### src/rtl/adder_pkg.sv
// Shared types and constants for the registered ripple-carry adder.
package adder_pkg;

    // Default operand width and the widest operand the adder is built for.
    localparam int ADDER_WIDTH = 1;
    localparam int ADDER_MAX_W = 64;

    // Result bundle as it sits in the register stage. The sum field is sized
    // for the widest build; narrower builds use the low bits only.
    typedef struct packed {
        logic                   cout;
        logic                   ovf;
        logic [ADDER_MAX_W-1:0] sum;
    } adder_res_t;

    // Signed overflow: the carry into the sign bit disagrees with the carry out.
    function automatic logic ovf_of(input logic c_into_msb, input logic c_out);
        return c_into_msb ^ c_out;
    endfunction

endpackage

### src/rtl/adder_cell.sv
// One full-adder bit built from 2:1 selects on the propagate term.
module adder_cell (
    input  logic a,
    input  logic b,
    input  logic ci,
    output logic s,
    output logic co
);

    logic p;

    // Propagate: when the operand bits differ the incoming carry passes through.
    assign p  = a ^ b;

    // Sum inverts the carry on propagate, otherwise passes it.
    assign s  = p ? ~ci : ci;

    // With a==b the carry out is simply a (generate for 1, kill for 0).
    assign co = p ? ci : a;

endmodule

### src/rtl/adder.sv
// Ripple-carry adder with a combinational result and an enable-gated
// registered copy of it. VALID_Q marks the cycle after each capture.
module adder
    import adder_pkg::*;
#(
    parameter int WIDTH = ADDER_WIDTH
) (
    input  logic             CLK,
    input  logic             RST,
    input  logic [WIDTH-1:0] A,
    input  logic [WIDTH-1:0] B,
    input  logic             CIN,
    input  logic             EN,
    output logic [WIDTH-1:0] SUM,
    output logic             COUT,
    output logic             OVF,
    output logic [WIDTH-1:0] SUM_Q,
    output logic             COUT_Q,
    output logic             OVF_Q,
    output logic             VALID_Q
);

    // Single register stage between the combinational result and *_Q.
    localparam int STAGES = 1;

    // Carry chain: c[0] is the carry-in, c[WIDTH] the carry-out.
    logic [WIDTH:0] c;

    assign c[0] = CIN;

    // One mux-based full-adder per operand bit, chained LSB to MSB.
    for (genvar i = 0; i < WIDTH; i++) begin : g_cell
        adder_cell u_cell (
            .a  (A[i]),
            .b  (B[i]),
            .ci (c[i]),
            .s  (SUM[i]),
            .co (c[i+1])
        );
    end

    assign COUT = c[WIDTH];

    // c[WIDTH-1] is the carry into the sign bit; for WIDTH=1 that is CIN.
    assign OVF  = ovf_of(c[WIDTH-1], c[WIDTH]);

    // Pack the combinational result; unused high sum bits stay zero.
    adder_res_t res_d;
    adder_res_t res_q;

    always_comb begin
        res_d                = '0;
        res_d.cout           = COUT;
        res_d.ovf            = OVF;
        res_d.sum[WIDTH-1:0] = SUM;
    end

    // Result register: async clear, load on enable, otherwise hold.
    always_ff @(posedge CLK or posedge RST) begin
        if (RST)
            res_q <= '0;
        else if (EN)
            res_q <= res_d;
    end

    // Valid shift register: the enable enters at stage 0 and emerges as VALID_Q.
    logic [STAGES:1] vld_q;
    logic [STAGES:0] vld_pipe;

    assign vld_pipe = {vld_q, EN};

    // Valid bits advance every cycle, so a dropped enable clears VALID_Q.
    always_ff @(posedge CLK or posedge RST) begin
        if (RST)
            vld_q <= '0;
        else
            vld_q <= vld_pipe[STAGES-1:0];
    end

    assign SUM_Q   = res_q.sum[WIDTH-1:0];
    assign COUT_Q  = res_q.cout;
    assign OVF_Q   = res_q.ovf;
    assign VALID_Q = vld_pipe[STAGES];

    // High sum bits of the register are constant zero in narrow builds.
    logic unused_hi;
    assign unused_hi = ^res_q.sum;

endmodule

### config.mk
export PLATFORM = sky130hd
export DESIGN_NAME = adder
export DESIGN_NICKNAME = d
export VERILOG_FILES = /design/src/rtl/adder_pkg.sv /design/src/rtl/adder_cell.sv /design/src/rtl/adder.sv
export SDC_FILE = /design/constraint.sdc
export NUM_CORES = 1
export LEC_CHECK = 0
export CAP_MARGIN = 15
export CORE_AREA = 8 8 45 47
export DETAILED_ROUTE_END_ITERATION = 10
export DIE_AREA = 0 0 53 55
export PLACE_DENSITY = 0.49
export SYNTH_ARGS = -nofsm -noshare
export SYNTH_HDL_FRONTEND = slang
export SYNTH_HIERARCHICAL = 1
export SYNTH_SLANG_ARGS = --single-unit
### constraint.sdc
create_clock -name CLK -period 1.6 [get_ports CLK]
set_input_delay 0.16 -clock CLK [delete_from_list [all_inputs] [get_ports CLK]]
set_output_delay 0.16 -clock CLK [all_outputs]
set_load 0.03 [all_outputs]
==> results.cfg <==
[logic_synthesis]
synth.area.top_cells = dfrtp_1 (54%), xor3_1 (13%), mux2_2 (12%)
yosys.area_share.simple = 0
ys_seq_area_frac = 0.544
synth_top_family_by_area = multiplexers
synth_area_um2 = 184
yosysWarnings = 6
ys_types = 7
syn_area_per_cell_um2 = 16.7
synth_compound_area_frac = 0
synth-async-reset-ratio = 1.00
synth_enable_flop_cells = 0
synthMuxAreaShare = 0.204
yosys_register_bits = 4
syn_nets = 17
yosysMostFrequentCell = dfrtp_1
synth_xor_area_frac = 0.177
yosys_most_used_dff = dfrtp_1
synth.top_cell.area_share = 0.544
synth_largest_area_cell = dfrtp_1
synthCells = 11
synth.top_cells.by_count = dfrtp_1 (4), mux2_2 (2)
synthAdderAreaFrac = 0.0544

[timing]
period_needed_ns = 1.55
finalSetupViolCount = 0
slew_viol_final = 0
whs_ns = 0.123
timing.slew.headroom = 0.787
setup_slack_ns = 0.0531
worst_pin_slew_ns = 0.319
fin_worst_skew_ns = 0
rsz0062_at_grt = false
fmax_mhz = 646
finalHoldViolCount = 0
layout_worst_path_cycle_share = 0.967

[placed_design]
io_buffers = 12
placed_cell_area_um2 = 337
pre_cts_slack_ns = -0.258
gp_congestion = 0.714

[cts]
cts_tree = yes
cts-buffers-inserted = 3
clkLatencyLatePin_ns = 0.22
cts_root_buf = clkbuf_4
numClockSinks = 4
clkTransAtPathRegs_ns = 0.03
htree_levels = 1
clk_path_buf_depth = 2

[finish]
syn2layout_area_growth_pct = 105
postLayoutCellArea_um2 = 378
fin_nets = 37
antenna_cells = 0
drive_gt1_frac = 0.448

[setup_path]
ff2ff_setup_slack_ns = 0.85
ff2ff_path_depth = 1
cp_slowest_cell = clkdlybuf4s50_1
end_kind = output port
cp_slowest_stage_delay_ns = 0.49
startpoint_type = input port
cp.required_ns = 1.44
crit_path_max_fanout = 2
r2r-end = OVF_Q
r2r_start = OVF_Q
crit_chain = clkdlybuf4s50_1 > xor3_1 > clkdlybuf4s15_2
crit_type = input port to output port
critPathArrivalTime_ns = 1.39

[floorplan]
start_util = 0.133
core_area_um2 = 1380
die-area_um2 = 2920
rows = 14
io_pins = 13
die_y_um = 55
die_w_um = 53

[detailed_routing]
drc = 0
routed_wl_um = 489
ant_nets = 0
dr.pass1.iters = 1
route.vias.total = 159
vias_per_cell = 3.53
wl_per_cell_um = 10.9
drt-initial-drc-count = 0

[power]
vdd_drop_max_uv = 179
p_leak_nw = 0.173
power_density_nw_per_um2 = 1040

[job]
cap_violations = 0

[global_route]
grt_pass1_wl_um = 841
grt_pass1_vias = 181
grt-ovfl-total = 0
grt_antenna_before_repair = 0
grt_usage = 0.0482
grt_max_degree = 5

[worst_hold_path]
hold_class = input port to asynchronous set/reset pin

[outcome]
status = finished clean
## state kept, by name, indices dropped and copies added (netlist names)
name     flops
COUT_Q       1
OVF_Q        1
SUM_Q        1
VALID_Q      1
## cells by family (layout without fill, tap and decap cells)
kind of cell / count (synthesis) / in the layout
xor+xnor: 2 / 2
fa+ha+maj: 1 / 1
buf+inv: 1 / 19
flops: 4 / 4
mux: 3 / 3
## placed cells by master, fill, tap and decap left out, drive strengths merged
cell,netlist,layout
clkdlybuf4s50,0,8
dlygate4sd2,0,2
dfrtp,4,4
buf,0,4
clkbuf,0,3
mux2,3,3
clkdlybuf4s15,0,1
xor3,1,1
xor2,1,1
maj3,1,1
inv,1,1
## worst max-delay path: cells and delay by family
family | cells | cell delay [ns]
buffers and inverters | 2 | 0.79
xor gates and xnor gates | 1 | 0.44
## routing by layer
layer	global-route usage	routed length, um	vias to the layer above
li1	-	-	73
met1	0.0307	148	73
met2	0.0605	207	13
met3	0.0588	133	0
met4	0.0647	0	0
met5	0	0	-
## cell type report
class	count	area (um2)
timing repair buffer	15	143
tap	16	20.0
multi-input combinational	6	88.8
sequential	4	100
clock buffer	3	22.5
inverter	1	3.75
fill	141	1010
## stage by stage
step / utilization / power [mW] / TNS (ns) / std cells
after floorplan: - / 0.201 / 0 / 11
final: 0.273 / 0.392 / 0 / 45
after CTS: 0.272 / 0.400 / 0 / 45
after global placement: 0.243 / 0.271 / -0.613 / 41
after global routing: 0.273 / 0.427 / 0 / 45
after detailed placement: 0.243 / 0.273 / -0.657 / 41
## worst max-delay path by stage
| stage | start | end | slack [ns] | cells after the start |
|---|---|---|---|---|
| after floorplan | CIN | OVF_Q | 0.006 | 3 |
| after global placement | B | SUM | -0.23 | 3 |
| after detailed placement | B | SUM | -0.26 | 3 |
| after CTS | B | OVF | 0.003 | 5 |
| after global routing | B | OVF | 0.008 | 5 |
| final | B | SUM | 0.05 | 3 |
## where the power goes
part / switching (mW) / internal, mW
Clock: 0.0335 / 0.0834
Sequential: 0.00565 / 0.116
Combinational: 0.0767 / 0.0767
Total: 0.116 / 0.276
## what timing repair did
action	CTS	global route
setup endpoints to repair	3	1
hold buffers	0	0
endpoints found under the hold margin	0	0
buffers inserted	1	0
pin swaps	1	0
gates resized for setup	7	1
Note: power is estimated with default switching activity, not from simulation.
